## config.mk

```make
export PLATFORM = sky130hd
export DESIGN_NAME = i2c_init_sequencer
export DESIGN_NICKNAME = d
export VERILOG_FILES = /design/src/rtl/i2c_init_sequencer.sv
export SDC_FILE = /design/constraint.sdc
export NUM_CORES = 1
export LEC_CHECK = 0
export CORE_MARGIN = 4
export CORE_UTILIZATION = 55
export DETAILED_ROUTE_END_ITERATION = 16
export PLACE_DENSITY = 0.95
export SYNTH_ARGS = -nofsm -noshare
export SYNTH_HDL_FRONTEND = slang
export SYNTH_SLANG_ARGS = --single-unit
```

## constraint.sdc

```tcl
create_clock -name clk -period 5.5 [get_ports clk]
set_clock_uncertainty 0.2 [all_clocks]
set_input_delay 1.1 -clock clk [delete_from_list [all_inputs] [get_ports clk]]
set_output_delay 1.1 -clock clk [all_outputs]
set_load 0.05 [all_outputs]
```

## src/rtl/i2c_init_sequencer.sv

```systemverilog
`timescale 1ns/1ps
// ----------------------------------------------------------------------------
// i2c_init_sequencer
//
// Walks a synchronous table of (7-bit device address, data byte) entries
// after power-up or on request. For each entry it issues one single-byte
// write to the byte-oriented I2C master and then waits for done or err.
// Errors and timeouts are retried a bounded number of times. The sequence
// ends at an end-marker word or after the last table slot.
//
// Ports
//   clk, rst      system clock, asynchronous active-high reset
//   go            level input; a registered rising edge starts a sequence
//   busy          high while a sequence is running
//   all_done      sticky: every entry up to the end marker was acknowledged
//   fail          sticky: an entry ran out of retries
//   fail_idx      table index of the failing entry (valid while fail=1)
//   tbl_addr      table read address (1-cycle read latency)
//   tbl_data      {end_marker, dev_addr[6:0], data[7:0]}
//   m_addr        {dev_addr, 1'b0} to the master (always a write)
//   m_data        data byte to the master
//   m_num_bytes   constant 1
//   m_start       start strobe, START_CYCLES wide
//   m_done/m_err  completion status from the master (resynchronised here)
// ----------------------------------------------------------------------------
module i2c_init_sequencer #(
    parameter int AW             = 5,
    parameter int MAX_RETRY      = 3,
    parameter int GAP_CYCLES     = 16,
    parameter int TIMEOUT_CYCLES = 4096,
    parameter int START_CYCLES   = 2
) (
    input  logic          clk,
    input  logic          rst,
    input  logic          go,
    output logic          busy,
    output logic          all_done,
    output logic          fail,
    output logic [AW-1:0] fail_idx,
    output logic [AW-1:0] tbl_addr,
    input  logic [15:0]   tbl_data,
    output logic [7:0]    m_addr,
    output logic [7:0]    m_data,
    output logic [5:0]    m_num_bytes,
    output logic          m_start,
    input  logic          m_done,
    input  logic          m_err
);

    // One shared cycle counter serves ISSUE, WAIT and GAP; size it for the
    // longest of the three intervals.
    localparam int CMAX = (TIMEOUT_CYCLES > GAP_CYCLES)
                        ? ((TIMEOUT_CYCLES > START_CYCLES) ? TIMEOUT_CYCLES : START_CYCLES)
                        : ((GAP_CYCLES > START_CYCLES) ? GAP_CYCLES : START_CYCLES);
    localparam int CW = $clog2(CMAX + 1);

    localparam logic [CW-1:0] START_LAST = CW'(START_CYCLES - 1);
    localparam logic [CW-1:0] TO_LAST    = CW'(TIMEOUT_CYCLES - 1);
    localparam logic [CW-1:0] GAP_LAST   = CW'(GAP_CYCLES - 1);
    localparam logic [3:0]    RETRY_MAX  = 4'(MAX_RETRY);

    typedef enum logic [2:0] {
        S_IDLE,
        S_FETCH,
        S_LATCH,
        S_ISSUE,
        S_WAIT,
        S_GAP,
        S_FINISH,
        S_FAIL
    } state_t;

    state_t          r_state;
    state_t          w_next_state;
    logic            w_m_start;

    logic            r_go_s;
    logic            r_go_prev;
    logic            r_done_s1, r_done_s2, r_done_prev;
    logic            r_err_s1,  r_err_s2,  r_err_prev;

    logic [CW-1:0]   r_cnt;
    logic [3:0]      r_retry;
    logic            r_last;
    logic            r_busy;
    logic            r_all_done;
    logic            r_fail;
    logic [AW-1:0]   r_fail_idx;
    logic [AW-1:0]   r_tbl_addr;
    logic [7:0]      r_m_addr;
    logic [7:0]      r_m_data;

    logic            w_go_rise;
    logic            w_done_evt;
    logic            w_err_evt;
    logic            w_timeout;
    logic            w_retry_ok;
    logic            w_attempt_bad;
    logic            w_attempt_ok;

    // ------------------------------------------------------------------
    // Input conditioning: go edge detect, m_done/m_err 2-flop synchronisers
    // followed by a previous-value flop for rising-edge events.
    // ------------------------------------------------------------------
    // NOTE: every clocked process uses non-blocking assignments so all flops
    // sample the pre-edge values, which is what makes the sync chains work.
    always_ff @(posedge clk or posedge rst) begin
        if (rst) begin
            r_go_s      <= 1'b0;
            r_go_prev   <= 1'b0;
            r_done_s1   <= 1'b0;
            r_done_s2   <= 1'b0;
            r_done_prev <= 1'b0;
            r_err_s1    <= 1'b0;
            r_err_s2    <= 1'b0;
            r_err_prev  <= 1'b0;
        end else begin
            r_go_s      <= go;
            r_go_prev   <= r_go_s;
            r_done_s1   <= m_done;
            r_done_s2   <= r_done_s1;
            r_done_prev <= r_done_s2;
            r_err_s1    <= m_err;
            r_err_s2    <= r_err_s1;
            r_err_prev  <= r_err_s2;
        end
    end

    assign w_go_rise  = r_go_s & ~r_go_prev;
    assign w_done_evt = r_done_s2 & ~r_done_prev;
    assign w_err_evt  = r_err_s2 & ~r_err_prev;
    assign w_timeout  = (r_cnt == TO_LAST);
    assign w_retry_ok = (r_retry < RETRY_MAX);

    // An error wins over a simultaneous done; a done that lands on the
    // timeout cycle still counts as a completed transaction.
    assign w_attempt_bad = w_err_evt | (w_timeout & ~w_done_evt);
    assign w_attempt_ok  = w_done_evt & ~w_err_evt;

    // ------------------------------------------------------------------
    // FSM state register
    // ------------------------------------------------------------------
    always_ff @(posedge clk or posedge rst) begin
        if (rst) r_state <= S_IDLE;
        else     r_state <= w_next_state;
    end

    // ------------------------------------------------------------------
    // FSM next state and decoded outputs
    // ------------------------------------------------------------------
    // NOTE: defaults are assigned before the case so no path leaves a
    // variable unassigned, which would otherwise infer a latch.
    always_comb begin
        w_next_state = r_state;
        w_m_start    = 1'b0;
        case (r_state)
            S_IDLE:   if (w_go_rise) w_next_state = S_FETCH;
            S_FETCH:  w_next_state = S_LATCH;
            S_LATCH:  w_next_state = tbl_data[15] ? S_FINISH : S_ISSUE;
            S_ISSUE: begin
                w_m_start = 1'b1;
                if (r_cnt == START_LAST) w_next_state = S_WAIT;
            end
            S_WAIT: begin
                if (w_attempt_bad)     w_next_state = w_retry_ok ? S_GAP : S_FAIL;
                else if (w_attempt_ok) w_next_state = r_last ? S_FINISH : S_GAP;
            end
            S_GAP:    if (r_cnt == GAP_LAST) w_next_state = S_FETCH;
            S_FINISH: w_next_state = S_IDLE;
            S_FAIL:   w_next_state = S_IDLE;
            default:  w_next_state = S_IDLE;
        endcase
    end

    // ------------------------------------------------------------------
    // Datapath: counter, table pointer, retry bookkeeping, status flags
    // ------------------------------------------------------------------
    always_ff @(posedge clk or posedge rst) begin
        if (rst) begin
            r_cnt      <= '0;
            r_retry    <= '0;
            r_last     <= 1'b0;
            r_busy     <= 1'b0;
            r_all_done <= 1'b0;
            r_fail     <= 1'b0;
            r_fail_idx <= '0;
            r_tbl_addr <= '0;
            r_m_addr   <= '0;
            r_m_data   <= '0;
        end else begin
            // Counter restarts on every state change so each timed state
            // sees 0 on its first cycle.
            if (w_next_state != r_state)
                r_cnt <= '0;
            else if (r_state == S_ISSUE || r_state == S_WAIT || r_state == S_GAP)
                r_cnt <= r_cnt + 1'b1;

            case (r_state)
                S_IDLE: begin
                    if (w_go_rise) begin
                        r_busy     <= 1'b1;
                        r_all_done <= 1'b0;
                        r_fail     <= 1'b0;
                        r_tbl_addr <= '0;
                        r_retry    <= '0;
                        r_last     <= 1'b0;
                    end
                end
                S_LATCH: begin
                    if (!tbl_data[15]) begin
                        r_m_addr <= {tbl_data[14:8], 1'b0};
                        r_m_data <= tbl_data[7:0];
                        // The slot after the top index is treated as an end
                        // marker, so the pointer never wraps.
                        r_last   <= &r_tbl_addr;
                    end
                end
                S_WAIT: begin
                    if (w_attempt_bad) begin
                        if (w_retry_ok) r_retry    <= r_retry + 4'd1;
                        else            r_fail_idx <= r_tbl_addr;
                    end else if (w_attempt_ok) begin
                        r_retry <= '0;
                        if (!r_last) r_tbl_addr <= r_tbl_addr + 1'b1;
                    end
                end
                S_FINISH: begin
                    r_all_done <= 1'b1;
                    r_busy     <= 1'b0;
                end
                S_FAIL: begin
                    r_fail <= 1'b1;
                    r_busy <= 1'b0;
                end
                default: ;
            endcase
        end
    end

    assign busy        = r_busy;
    assign all_done    = r_all_done;
    assign fail        = r_fail;
    assign fail_idx    = r_fail_idx;
    assign tbl_addr    = r_tbl_addr;
    assign m_addr      = r_m_addr;
    assign m_data      = r_m_data;
    assign m_num_bytes = 6'd1;
    assign m_start     = w_m_start;

endmodule

```

==> results.py, run 1 <==
metrics = {
    "run_status": {
        "status": "finished clean",
    },
    "sta": {
        "maxSlewViolCount": 0,
        "fmax_mhz": 283.7,
        "layout_setup_ws_ns": 1.975,
        "slew_headroom_pct": 18.23,
        "fin_crit_sh_pct": 64.09,
        "finalSetupViolations": 0,
        "rsz0062_at_grt": "no",
        "fin_setup_tns_ns": 0,
        "worstMarginPinSlew_ns": 1.220,
        "finalHoldViolations": 0,
        "period_minus_slack_ns": 3.525,
        "hold_slack_ns": 0.1530,
    },
    "setup_path": {
        "cp_max_fo": 21,
        "endpoint_kind": "output port",
        "worstPathRequired_ns": 4.20,
        "critPathKind": "flop to output port",
        "worstSetupStartpointType": "flop",
        "cp.arrival_ns": 2.23,
    },
    "clock_tree": {
        "clock-sinks": 57,
        "clockBufferDepth": 2,
        "cts-resized-gates": 0,
        "cts_setup_buffers": 0,
        "tritoncts": "built",
        "cts_hold_buf": 0,
        "clk_pin_slew_ns": 0.07,
        "clk_latency_ns": 0.33,
        "htreeDepth": 3,
        "cts_root_buffer": "clkbuf_8",
        "numCtsBuffers": 9,
    },
    "logic_synthesis": {
        "synth_edf_count": 0,
        "muxShareOfSynthArea_pct": 9.193,
        "synth_top_family_by_area": "simple AND/OR/NAND/NOR gates",
        "ys_seq_elements": 57,
        "synth_area_per_cell_um2": 11.06,
        "synth_top_area_share_pct": 51.37,
        "yosysTopAreaCell": "dfrtp_1",
        "synth_compound_area_share_pct": 9.644,
        "synth_ff_type": "dfrtp_1",
        "synthXorXnorAreaFrac_pct": 4.416,
        "ys_warn_count": 0,
        "yosys-top-cells-area": "dfrtp_1, mux2_2, xor2_1",
        "netlist_instances": 251,
        "synth_fa_ha_area_share_pct": 2.253,
        "synth-seq-area-share_pct": 51.37,
        "async_flop_share_pct": 100.0,
        "synthSimpleGateAreaFrac_pct": 18.12,
        "ys_types": 57,
        "netlist_area_um2": 2776,
    },
    "layout": {
        "syn2layout_area_growth_pct": 25.06,
        "nNetsFinal": 327,
        "num_antenna_cells": 0,
        "multiInputGateArea_um2": 1237,
        "seqCellArea_um2": 1426,
        "drive_gt1_share_pct": 16.34,
        "nFillCells": 313,
        "stdcell_count": 373,
    },
    "detailed_routing": {
        "drt_iter0_markers": 123,
        "wl_per_cell_um": 16.55,
        "viasPerCell": 5.566,
        "vias": 2076,
        "drc": 0,
        "first_pass_iters": 5,
        "ant_nets": 0,
        "drt_wl_total_um": 6172,
    },
    "floorplan": {
        "die_x_um": 79.05,
        "initial_core_util_pct": 57.64,
        "die_h_um": 79.05,
        "die_area_um2": 6249,
        "num_rows": 25,
        "core_area_um2": 4817,
        "ios": 57,
    },
    "grt": {
        "antenna_found_initial": 0,
        "overflow": 0,
        "grt_pass1_wl_um": 10360,
        "grt_pass1_vias": 2174,
        "grt_max_degree": 58,
        "track_usage_pct": 22.04,
    },
    "pwr": {
        "cellLeakagePower_uw": 0.001506,
        "vdd_drop_max_mv": 0.3805,
        "power_density_nw_per_um2": 503.9,
    },
    "job": {
        "drv_cap": 0,
    },
    "hold_path": {
        "min_path_type": "flop to flop",
    },
    "placement": {
        "dpl_worst_slack_ns": 2.073,
        "hpwl_um": 4137,
        "dp.cells": 357,
        "gp_congestion": 0.8354,
        "port_buffers": 49,
    },
}
synth_stat cells, types with 2 or more instances:
master / n
ha_1: 5
nand2_1: 18
conb_1: 2
nand4_1: 4
nand2b_1: 7
mux2_2: 16
clkbuf_1: 3
xor2_1: 12
nand3_1: 9
buf_4: 8
dfrtp_1: 57
or3_1: 2
and3_1: 4
o31ai_1: 3
nor2_1: 21
o21ai_0: 7
o211ai_1: 3
a21oi_1: 8
nor3_2: 2
mux2_4: 5
nor3_1: 4
xnor2_1: 2
or3b_2: 2
inv_1: 8
buf_2: 3
nor2b_1: 4
and2_1: 2
worst paths after layout:
check | startpoint | depth (start not counted) | end | slack, ns
setup / recovery | r_state[2] | 3 | m_start | 1.97
setup reg to reg | r_state[2] | 4 | tbl_addr[0] | 2.77
max in group asynchronous | rst | 3 | fail_idx[4] | 3.56
hold / removal | r_err_s1 | 0 | r_err_s2 | 0.15
min in group asynchronous | rst | 3 | m_addr[2] | 1.08
hold reg to reg | r_err_s1 | 0 | r_err_s2 | 0.15
report_power, final:
part	leakage, uW	internal (uW)	switching (uW)	total (uW)
clock network	0.0000953	220	166	386
registers	0.000737	508	101	610
logic	0.000674	270	483	753
total	0.00151	998	751	1750
flip-flops by register name, summed over array words and instances (netlist names), 3 cells and up:
signal	cells
r_state	3
fail_idx	5
m_data	8
m_addr	7
r_cnt	13
r_retry	4
tbl_addr	5
placed cells by master, fill, tap and decap left out, types with 3 or more instances in the layout:
cell type	Yosys	final
nand3_1	9	9
xor2_1	12	12
dfrtp_1	57	57
nand2b_1	7	7
ha_1	5	5
o21ai_0	7	7
and3_1	4	4
nand4_1	4	4
nand2_1	18	18
clkbuf_8	0	10
mux2_2	16	16
inv_1	8	7
mux2_4	5	5
clkdlybuf4s50_1	0	49
o31ai_1	3	3
nor3_1	4	4
a21oi_1	8	8
nor2_1	21	21
conb_1	2	7
o211ai_1	3	3
nor2b_1	4	4
layer usage:
metal	global-route usage [%]	up-vias	wire length (um)
li1	-	967	-
met1	24.06	1010	2499
met2	37.46	83	3081
met3	7.370	16	428
met4	12.37	0	162
met5	0	-	0
worst max-delay path, cell delays in order, from the launching register on:
cell and delay (ns):
dfrtp_1 0.62, nand3b_1 0.37, inv_1 0.10, clkdlybuf4s50_1 0.80
stage by stage:
stage / total power [uW] / cell area [um2] / utilization (%)
3_5_place_dp: 1354 / 3276 / 68.00
2_1_floorplan: 1140 / 2795 / -
4_1_cts: 1754 / 3472 / 72.08
6_report: 1750 / 3472 / 72.08
3_3_place_gp: 1333 / 3276 / 68.00
5_1_grt: 1837 / 3472 / 72.08
logic make-up (layout without fill, tap and decap cells):
family,count (synthesis),after routing
mux,21,21
flops,57,57
other cells,2,7
compound gates,38,38
xor+xnor,14,14
simple gates,90,90
buf+inv,24,74
fa+ha+maj,5,5
area by class of cell:
type / count / area share, %
Multi-Input combinational cell: 175 / 35.64
Sequential cell: 57 / 41.08
Tap cell: 67 / 2.414
Clock inverter: 5 / 1.586
Inverter: 8 / 0.8649
Timing Repair Buffer: 50 / 14.34
Clock buffer: 11 / 4.072
No activity file was read; power rests on OpenSTA's default activity.
==> run 2, diff against run 1 <==
CORE_UTILIZATION = 51   (was 55)
PLACE_DENSITY = 0.91   (was 0.95)
clock period = 3.5 ns   (was 5.5 ns; I/O delays follow)
==> run 2 against run 1 <==
Effect of this change:
- first-iteration DRC count fell by 6.5%
- flip-flop and latch count did not move
- worst hold slack got worse by 0.0060 ns
- via count fell by 3.8%
- total power rose by 55%
- count of clock-buffer cells in the layout did not move
- die area rose by 7.0%
- register-to-register slack got worse by 1.9 ns
- critical endpoint unchanged
==> results.py, run 2 (synthesized netlist as in run 1, its figures left out) <==
metrics = {
    "grt": {
        "grt_max_degree": 58,
        "grt_pass1_wl_um": 9156,
        "gr-usage-met1_pct": 23.40,
        "track_usage_pct": 18.13,
        "gr-usage-met2_pct": 29.16,
        "grt-busiest-layer": "met2",
        "grt_pass1_vias": 1966,
        "grtUsageMet3_pct": 5.044,
        "overflow": 0,
        "antenna_found_initial": 0,
    },
    "clock_tree": {
        "clk_pin_slew_ns": 0.06,
        "clockBufferDepth": 2,
        "numCtsBuffers": 9,
        "tritoncts": "built",
        "clock-sinks": 57,
        "cts-resized-gates": 0,
        "cts_hold_buf": 0,
        "cts_setup_buffers": 0,
        "htreeDepth": 3,
        "clk_latency_ns": 0.32,
        "cts_root_buffer": "clkbuf_8",
    },
    "floorplan": {
        "num_rows": 26,
        "core_area_um2": 5205,
        "initial_core_util_pct": 53.34,
        "die_x_um": 81.79,
        "ios": 57,
        "die_area_um2": 6689,
        "die_h_um": 81.79,
    },
    "hold_path": {
        "min_from": "r_done_s1",
        "holdPathStages": 0,
        "min_to": "r_done_s2",
        "min_path_type": "flop to flop",
    },
    "layout": {
        "final_cell_mix": "dfrtp_1, clkdlybuf4s50_1, nor2_1",
        "largest_register": "r_cnt",
        "syn2layout_area_growth_pct": 25.28,
        "largest_reg_flops": 13,
        "num_antenna_cells": 0,
        "mostFrequentLayoutCell": "dfrtp_1",
        "drive_gt1_share_pct": 16.34,
        "nNetsFinal": 329,
        "nFillCells": 386,
    },
    "detailed_routing": {
        "ant_nets": 0,
        "drc": 0,
        "drt_iter0_markers": 115,
        "viasPerCell": 5.314,
        "drt_wl_total_um": 5503,
        "first_pass_iters": 4,
        "wl_per_cell_um": 14.64,
        "vias": 1998,
    },
    "setup_path": {
        "cp.depth": 3,
        "rrSetupSlack_ns": 0.84,
        "critPathKind": "flop to output port",
        "cpMaxStageDelayCell": "clkdlybuf4s50_1",
        "cp.arrival_ns": 2.19,
        "rr_startpoint": "r_state[2]",
        "cp_max_fo": 21,
        "path_cells": "nand3b_1, inv_1, clkdlybuf4s50_1",
        "timing.rr.end": "tbl_addr[0]",
        "critical_path.max_stage_delay_ns": 0.80,
        "endpoint_kind": "output port",
        "path_delay_family": "buffers and inverters",
        "crit_buf_inv": 2,
        "worstSetupStartpointType": "flop",
        "worstPathRequired_ns": 2.60,
        "reg2reg_depth": 4,
    },
    "sta": {
        "finalHoldViolations": 0,
        "maxSlewViolCount": 0,
        "slew_headroom_pct": 51.95,
        "finalSetupViolations": 0,
        "fin_setup_tns_ns": 0,
        "rsz0062_at_grt": "no",
        "fmax_mhz": 324.1,
        "period_minus_slack_ns": 3.085,
        "fin_crit_sh_pct": 88.15,
        "worstMarginPinSlew_ns": 0.7115,
    },
    "pwr": {
        "vdd_drop_max_mv": 0.6044,
        "cellLeakagePower_uw": 0.001513,
        "power_density_nw_per_um2": 777.4,
        "power.total_uw": 2704,
    },
    "placement": {
        "port_buffers": 49,
        "gp_congestion": 0.8824,
        "hpwl_um": 3998,
    },
    "run_status": {
        "status": "finished clean",
    },
    "job": {
        "drv_cap": 0,
    },
}
## run 2: cell types whose count changed in the layout (fill, tap and decap cells not counted), sizes merged
cell / change
clkinvlp: -1
clkinv: -1
buf: +2
## run 2: power breakdown
| group | leakage (uW) | internal (uW) | switching [uW] |
|---|---|---|---|
| clock | 0.0000913 | 339 | 232 |
| sequential | 0.000737 | 800 | 153 |
| combinational | 0.000685 | 434 | 746 |
| total | 0.00151 | 1570 | 1130 |
## run 2: metal layers
layer | vias up | wire (um) | part of all wire [%]
met5 | - | 0 | 0
met4 | 0 | 77 | 1.4
met3 | 7 | 340 | 6.2
met2 | 75 | 2616 | 48
met1 | 950 | 2469 | 45
li1 | 966 | - | -
## run 2: how the worst max path moves through the flow
stage                       from   endpoint  slack (ns)
finish                r_state[2]    m_start        0.41
global placement      r_state[2]    m_start        0.80
detailed placement  tbl_data[15]  m_addr[5]        0.75
floorplan                    rst   all_done        1.20
CTS                   r_state[2]    m_start        0.43
global route          r_state[1]    m_start        0.32
## run 2: area by class of cell
class / instances / area [um2] / share of cell area [%]
Clock buffer: 11 / 141.4 / 4.065
Sequential cell: 57 / 1426 / 41.01
Tap cell: 70 / 87.58 / 2.518
Timing Repair Buffer: 52 / 513.0 / 14.75
Multi-Input combinational cell: 175 / 1237 / 35.58
Inverter: 8 / 30.03 / 0.8633
Clock inverter: 3 / 42.54 / 1.223
## run 2: stage by stage
| stage | util, % | setup slack [ns] | hold slack [ns] | cells | instance area (um2) |
|---|---|---|---|---|---|
| after global placement | 63.29 | 0.7974 | 0.1330 | 362 | 3294 |
| final | 66.83 | 0.4147 | 0.1470 | 376 | 3478 |
| after floorplan | - | 1.200 | 0.1312 | 256 | 2795 |
| after CTS | 66.83 | 0.4256 | 0.1487 | 376 | 3478 |
| after global routing | 66.83 | 0.3244 | 0.1535 | 376 | 3478 |
| after detailed placement | 63.29 | 0.7531 | 0.1355 | 362 | 3294 |
==> run 3, diff against run 2 <==
HOLD_SLACK_MARGIN = 0.05   (was unset)
==> results of run 3 <==
Final layout, timing and power as in run 2 (identical DEF).
